[src/rtl/branch_redirect_ctrl.sv]
// branch_redirect_ctrl: single owner of PC / pipeline-register write enables
// and flushes. It registers a taken branch from EX and redirects fetch on the
// next cycle, applies load-use stalls, and sequences halt -> drain -> halted.
//
// Ports:
//   clk, reset_n          clock, asynchronous active-low reset
//   branch_taken          EX branch unit decision (PcSel)
//   branch_target[31:0]   EX branch target (BrPC), captured when accepted
//   halt_req              halt decoded in ID
//   load_use_stall        hazard unit load-use request
//   pc_write, pc_sel      PC register enable and mux select (1: redirect_pc)
//   redirect_pc[31:0]     registered branch target
//   if_id_write           IF/ID enable
//   if_id_flush           IF/ID -> NOP
//   id_ex_flush           ID/EX -> bubble
//   ex_mem_flush          EX/MEM control bits cleared
//   halted                core frozen (left only through reset)
//   taken_cnt, stall_cnt  only with BRANCH_STATS_EN defined
//
// Parameter DRAIN_CYCLES (1..15): bubble cycles between halt_req and halted.
// Optional macro BRANCH_STATS_EN adds the taken_cnt / stall_cnt counters.

module branch_redirect_ctrl #(
    parameter int DRAIN_CYCLES = 3
) (
    input  logic        clk,
    input  logic        reset_n,
    input  logic        branch_taken,
    input  logic [31:0] branch_target,
    input  logic        halt_req,
    input  logic        load_use_stall,
    output logic        pc_write,
    output logic        pc_sel,
    output logic [31:0] redirect_pc,
    output logic        if_id_write,
    output logic        if_id_flush,
    output logic        id_ex_flush,
    output logic        ex_mem_flush,
    output logic        halted
`ifdef BRANCH_STATS_EN
    ,
    output logic [31:0] taken_cnt,
    output logic [31:0] stall_cnt
`endif
);

    generate
        if (DRAIN_CYCLES < 1 || DRAIN_CYCLES > 15) begin : g_bad_cfg
            $error("branch_redirect_ctrl: DRAIN_CYCLES must be 1..15");
        end
    endgenerate

    localparam logic [3:0] DRAIN_LOAD = 4'(DRAIN_CYCLES);

    typedef enum logic [1:0] {
        S_RUN      = 2'd0,
        S_REDIRECT = 2'd1,
        S_DRAIN    = 2'd2,
        S_HALTED   = 2'd3
    } state_e;

    state_e      state_q;
    state_e      state_d;
    logic [31:0] redirect_pc_q;
    logic [31:0] redirect_pc_d;
    logic [3:0]  drain_cnt_q;
    logic [3:0]  drain_cnt_d;

    // Pulses used by the optional statistics counters.
    logic        take_br;
    logic        stall_apply;

    always_ff @(posedge clk or negedge reset_n) begin
        if (!reset_n) begin
            state_q       <= S_RUN;
            redirect_pc_q <= 32'd0;
            drain_cnt_q   <= 4'd0;
        end else begin
            state_q       <= state_d;
            redirect_pc_q <= redirect_pc_d;
            drain_cnt_q   <= drain_cnt_d;
        end
    end

    always_comb begin
        state_d       = state_q;
        redirect_pc_d = redirect_pc_q;
        drain_cnt_d   = drain_cnt_q;
        take_br       = 1'b0;
        stall_apply   = 1'b0;

        pc_write      = 1'b1;
        pc_sel        = 1'b0;
        if_id_write   = 1'b1;
        if_id_flush   = 1'b0;
        id_ex_flush   = 1'b0;
        ex_mem_flush  = 1'b0;
        halted        = 1'b0;

        unique case (state_q)
            S_RUN: begin
                // Branch decision is only registered here; the redirect
                // itself happens in the next cycle.
                if (branch_taken) begin
                    take_br = 1'b1;
                    state_d = S_REDIRECT;
                end else if (halt_req) begin
                    drain_cnt_d = DRAIN_LOAD;
                    state_d     = S_DRAIN;
                end else if (load_use_stall) begin
                    stall_apply = 1'b1;
                    pc_write    = 1'b0;
                    if_id_write = 1'b0;
                    id_ex_flush = 1'b1;
                end
            end

            S_REDIRECT: begin
                // Everything younger than the branch is wrong-path, so the
                // request inputs are not looked at in this state.
                pc_sel       = 1'b1;
                if_id_flush  = 1'b1;
                id_ex_flush  = 1'b1;
                ex_mem_flush = 1'b1;
                state_d      = S_RUN;
            end

            S_DRAIN: begin
                pc_write    = 1'b0;
                if_id_write = 1'b0;
                id_ex_flush = 1'b1;
                // An older branch resolving taken makes the halt itself
                // wrong-path, so the drain is abandoned.
                if (branch_taken) begin
                    take_br     = 1'b1;
                    drain_cnt_d = 4'd0;
                    state_d     = S_REDIRECT;
                end else begin
                    drain_cnt_d = drain_cnt_q - 4'd1;
                    if (drain_cnt_q <= 4'd1) begin
                        state_d = S_HALTED;
                    end
                end
            end

            S_HALTED: begin
                pc_write    = 1'b0;
                if_id_write = 1'b0;
                id_ex_flush = 1'b1;
                halted      = 1'b1;
            end

            default: begin
                state_d = S_RUN;
            end
        endcase

        if (take_br) begin
            redirect_pc_d = branch_target;
        end
    end

    assign redirect_pc = redirect_pc_q;

`ifdef BRANCH_STATS_EN
    logic [31:0] taken_cnt_q;
    logic [31:0] taken_cnt_d;
    logic [31:0] stall_cnt_q;
    logic [31:0] stall_cnt_d;

    // Both counters wrap naturally; neither pulse can fire in HALTED.
    always_comb begin
        taken_cnt_d = taken_cnt_q;
        stall_cnt_d = stall_cnt_q;
        if (take_br) begin
            taken_cnt_d = taken_cnt_q + 32'd1;
        end
        if (stall_apply) begin
            stall_cnt_d = stall_cnt_q + 32'd1;
        end
    end

    always_ff @(posedge clk or negedge reset_n) begin
        if (!reset_n) begin
            taken_cnt_q <= 32'd0;
            stall_cnt_q <= 32'd0;
        end else begin
            taken_cnt_q <= taken_cnt_d;
            stall_cnt_q <= stall_cnt_d;
        end
    end

    assign taken_cnt = taken_cnt_q;
    assign stall_cnt = stall_cnt_q;
`endif

endmodule

[config.mk]
export PLATFORM = sky130hd
export DESIGN_NAME = branch_redirect_ctrl
export DESIGN_NICKNAME = d
export VERILOG_FILES = /design/src/rtl/branch_redirect_ctrl.sv
export SDC_FILE = /design/constraint.sdc
export NUM_CORES = 1
export LEC_CHECK = 0
export CAP_MARGIN = 5
export CORE_MARGIN = 3
export CORE_UTILIZATION = 46
export CTS_CLUSTER_DIAMETER = 50
export DETAILED_ROUTE_END_ITERATION = 10
export GPL_TIMING_DRIVEN = 0
export PLACE_DENSITY = 0.87
export SETUP_SLACK_MARGIN = 0.3
export SLEW_MARGIN = 30
export SYNTH_ARGS = -nofsm -noshare
export SYNTH_HDL_FRONTEND = slang
export SYNTH_SLANG_ARGS = --single-unit
export TNS_END_PERCENT = 50
[constraint.sdc]
create_clock -name clk -period 2.7 [get_ports clk]
set_input_delay 0.405 -clock clk [delete_from_list [all_inputs] [get_ports clk]]
set_output_delay 0.405 -clock clk [all_outputs]
set_load 0.03 [all_outputs]
; After elaboration in Yosys (flattened, before gate mapping)
; Index checks and enable logic that the tools add are counted.
[word_totals]
inputBits = 37
word_cells = 41
register_bits = 38
output_inout_bits = 39
[classes]
magnitude_cmp = 1
add_sub_neg = 1
muxes = 21
reduce_logical = 8
eq_ne = 7
[op_table]
columns = op, count
row1 = 2-to-1 mux 4 bit, 3
row2 = 2-to-1 mux 1 bit, 10
row3 = 2-to-1 mux 2 bit, 4
row4 = one-hot mux 4 bit (2 select lines), 1
row5 = "!= test 3 bit, second input constant", 2
row6 = one-hot mux 2 bit (3 select lines), 1
row7 = AND reduction 3 bit, 2
row8 = "equality test 2 bit, second input constant", 2
row9 = "less-or-equal comparator 4 x 1 -> 1 bit, second input constant", 1
row10 = "!= test 2 bit, second input constant", 2
row11 = one-hot mux 1 bit (2 select lines), 2
row12 = OR reduction 2 bit, 2
row13 = "subtractor 4 x 1 -> 4 bit, second input constant", 1
row14 = nonzero test 3 bit, 1
row15 = OR reduction 3 bit, 1
row16 = "equality test 2 x 1 -> 1 bit, second input constant", 1
row17 = logical NOT 2 bit, 1
row18 = nonzero test 2 bit, 1

; Longest topological paths before layout
[logic_depth]
ltp_word = 4
mapped_depth = 7
depth_no_buf = 6

; Least setup slack after synthesis
; No wires, ideal clock.
[synth_timing]
kind = register -> output
from = register state_q[0]
to = output pc_write
path_slack_ps = 294
path_stages_with_launch = 5
arrival_time_ps = 2001
path_buffers = 1
required_time_ps = 2295
path_cell_list = dfrtp_1 inv_1 ha_1 o31ai_1 buf_4
[synth_via]
elab_chain_len = 3
elab_cells_between_ends = 5
classes_between = eq/ne: 2 / mux: 1 / reduce/logical: 2
[synth_rtl]
columns = element, line
row1 = start: declaration, 62  ; state_e state_q;
row2 = start signal: assignment, 79  ; state_q <= state_d;
row3 = equality test 2 bit, --
row4 = OR reduction 2 bit (no source line), --
row5 = one-hot mux 1 bit (2 select lines) (*), --
row6 = end: declaration, 32  ; output logic pc_write,
; Every way passes the cells marked *; elsewhere a longest branch is shown, timed or not.

; Worst setup path in the final report
[layout_timing]
from = register state_q[0]
to = output pc_write
[layout_via]
elab_chain_len = 3
elab_cells_between_ends = 5
classes_between = eq/ne: 2 / mux: 1 / reduce/logical: 2
[layout_rtl]
columns = element, line
row1 = equality test 2 bit, 100  ; unique case (state_q)
row2 = OR reduction 2 bit (no source line), --
row3 = one-hot mux 1 bit (2 select lines) (*), 100
; Marks and branches as above.

==> results.txt <==
Max-cap check violation count: 0
Max-slew headroom: 74.8%
Top cell type by total area after synthesis: sky130_fd_sc_hd__dfrtp_1
Post-cts sizing count: 5
Final worst clock skew: 0.00272 ns
Y dimension of the die: 69.9 microns
Setup_tns: 0 ns
Maximum single-stage delay on the critical path: 0.43 ns
Most frequent standard cell in the layout excluding fill and tap cells: sky130_fd_sc_hd__clkdlybuf4s50_1
Pwr Density: 1250 nW/um^2
Largest cells by area after synthesis: sky130_fd_sc_hd__dfrtp_1 51%, sky130_fd_sc_hd__mux2_4 24%, sky130_fd_sc_hd__ha_1 5.3%
Critical Path Source Type: flip-flop
Crit-path slowest cell: sky130_fd_sc_hd__dfrtp_2
Post-synthesis average cell area: 14.3 sq um
Max IR drop VDD: 988 uV
Hold bufs inserted after CTS: 0
Pin count of the biggest net entering global routing: 25
Synth async-reset ratio: 100%
Congestion Overflow GR: 0
Total routed wirelength: 4080 microns
Endpoints failing hold: 0
Sequential share of the synthesized area: 50.7%
Area growth, synth to finish: 48.6%
Most frequent cells in the layout: 71 x sky130_fd_sc_hd__clkdlybuf4s50_1, 37 x sky130_fd_sc_hd__dfrtp_1, 30 x sky130_fd_sc_hd__mux2_4
TritonCTS buffer count: 5
Total via count after detailed routing: 1292
Static Leak: 1.26 nW
Relative contribution of combinational cells to total power: 61.4%
Summed instance area of the synthesized netlist: 1880 sq um
Number of nets in the synthesized netlist: 176
Routed length per instance: 15.6 microns
Effective utilization at floorplan: 49.4%
Final setup fails: 0
R2R setup slack: 1.04 ns
Ant diodes: 0
Power spent charging and discharging nets: 1.43 mW
Die Outline Area: 4880 sq um
HP Class: input port to asynchronous set/reset pin
Count of mapped cells out of synthesis: 131
Number of antenna violations at the first check in global routing: 0
Die Width: 69.9 microns
CTS clock-pin slew for the worst setup and hold paths: 0.07 ns
Arrival time at the worst endpoint: 1.88 ns
Library cell used as clock root buffer: sky130_fd_sc_hd__clkbuf_8
Cells traversed along the worst timing path: inv_1, ha_1, buf_2, o31ai_2, buf_4, clkdlybuf4s15_2
Final clock period utilization by the worst path: 84.5%
Post-synth EDFFs: 0
Share of total power in sequential cells: 28.7%
Area share of the leading cell type in the synthesized netlist: 50.7%
DP Wirelength: 3120 microns
Buffer levels on the longest clock path: 2
Category of cells accounting for the largest share of critical-path delay: buffers and inverters
TritonCTS clock tree: built
Length in cells of the worst reg-to-reg path: 6
Post-CTS Setup Inserts: 0
Routability congestion estimate: 0.820
Finished layout cell area: 2790 sq um
Least-Margin Pin Slew: 0.378 ns
Required arrival time at the worst endpoint: 2.30 ns
Final net count: 258
Final core utilization: 73.4%
Kind of capture point of the worst setup path: output pin
Total iterations of the first detailed-routing run: 4
FF+latch count, synth: 38
Count of cell types in the netlist: 28
Min Clock Period, post-route: 2.28 ns
Worst Path Max Fanout: 9
Top-level port count: 76
Unrepaired setup endpoints after global routing: no
Detailed-route DRC error count: 0
Number of warnings printed during yosys synthesis: 0
Switching share of total power: 40.9%
Final number of max-transition violations: 0
Status: complete, no violations
Number of global-route vias before repair: 1381
Fraction of final layout cells sized beyond drive strength 1: 26.8%
Clock network latency to the later pin of the worst-skew pair: 0.28 ns
# rows: 22
Launching point of the worst reg2reg path: state_q[0]
Global-route wire length before repair: 6860 microns
Buffers on Ports: 74
Routed via count divided by cell count: 4.95
PnR Total Power: 3.50 mW
Endpoint of the lowest-slack register-to-register path: drain_cnt_q[3]
Bufs and invs on worst path: 4
Synth Flop Type: sky130_fd_sc_hd__dfrtp_1
H-tree lvl count: 2
Number of DRC markers in iteration 0: 24
Post-DRT Antenna Nets: 0
Number of clock sinks: 38
Power share of the clock group: 10.0%
Post-placement cell area: 2700 sq um
Max Clock Freq: 438 MHz
Area inside the core boundary: 3800 sq um
Kind of critical path: flip-flop to output pin
Cell-internal power: 2.07 mW
All-Layer GR Usage: 17.6%
[registers in the layout, indices dropped and copies added, names as in the netlist]
name,cells
redirect_pc,32
drain_cnt_q,4
state_q,2
[cells by family after synthesis]
| logic type | share of synthesized area [%] |
|---|---|
| and+or+nand+nor | 5.47 |
| DFF | 50.7 |
| AOI/OAI and AO/OA | 6.21 |
| adders and majority gates | 5.34 |
| buffers and inverters | 7.07 |
| muxes | 25.2 |
[synth_stat cells (2+ instances only)]
cell / instances
sky130_fd_sc_hd__nor2_1: 4
sky130_fd_sc_hd__mux2_4: 30
sky130_fd_sc_hd__buf_6: 2
sky130_fd_sc_hd__o21ai_1: 4
sky130_fd_sc_hd__ha_1: 8
sky130_fd_sc_hd__buf_4: 3
sky130_fd_sc_hd__mux2_2: 2
sky130_fd_sc_hd__a21oi_1: 3
sky130_fd_sc_hd__o21ai_0: 4
sky130_fd_sc_hd__dfrtp_1: 38
sky130_fd_sc_hd__nand2_1: 5
sky130_fd_sc_hd__inv_1: 5
sky130_fd_sc_hd__nor3_1: 2
sky130_fd_sc_hd__buf_12: 3
sky130_fd_sc_hd__nand2b_1: 5
[stage by stage]
stage	setup WS, ns	instances	hold WS (ns)
finish	0.419	261	0.0357
global route	0.296	261	0.0489
CTS	0.368	261	0.0345
detailed placement	0.226	254	0.346
global placement	0.286	253	0.455
floorplan	0.575	131	0.109
[power by group through the flow]
stage / Combinational [mW] / Sequential (mW) / Clock (mW)
2_1_floorplan: 0.949 / 1.43 / 0
6_report: 2.15 / 1.00 / 0.349
3_3_place_gp: 2.11 / 0.984 / 0
5_1_grt: 2.27 / 1.04 / 0.387
4_1_cts: 2.16 / 1.00 / 0.364
3_5_place_dp: 2.15 / 1.01 / 0
[metal layers]
metal,global-route usage (%),part of all wire [%],vias to the layer above,routed length (microns)
li1,-,-,607,-
met1,23.3,44,627,1790
met2,28.9,48,53,1960
met3,4.46,6.8,5,278
met4,4.47,1.2,0,47
met5,0,0,-,0
[cell type report]
type | instances | area (sq um)
Fill cell | 262 | 1010
Sequential cell | 38 | 952
Multi-Input combinational cell | 78 | 800
Timing Repair Buffer | 75 | 763
Buffer | 9 | 110
Clock buffer | 5 | 68.8
Tap cell | 48 | 60.1
Inverter | 6 | 22.5
Clock inverter | 2 | 10.0
[worst reg2reg max path: cells and delay by family, from the launching register on]
| kind | cells | cell delay, ns |
|---|---|---|
| AO/OA/AOI/OAI | 3 | 0.56 |
| buffers and inverters | 2 | 0.22 |
| adder cells (fa/ha/maj) | 1 | 0.30 |
| flip-flops | 1 | 0.46 |
[worst max path at each step]
stage | startpoint | to | slack, ns | cells past startpoint
2_1_floorplan | state_q[0] | pc_write | 0.58 | 4
3_3_place_gp | state_q[0] | pc_write | 0.29 | 5
3_5_place_dp | state_q[0] | pc_write | 0.23 | 5
4_1_cts | state_q[0] | pc_write | 0.37 | 5
5_1_grt | state_q[0] | pc_write | 0.30 | 6
6_report | state_q[0] | pc_write | 0.42 | 6
(Power assumes the default switching activity.)
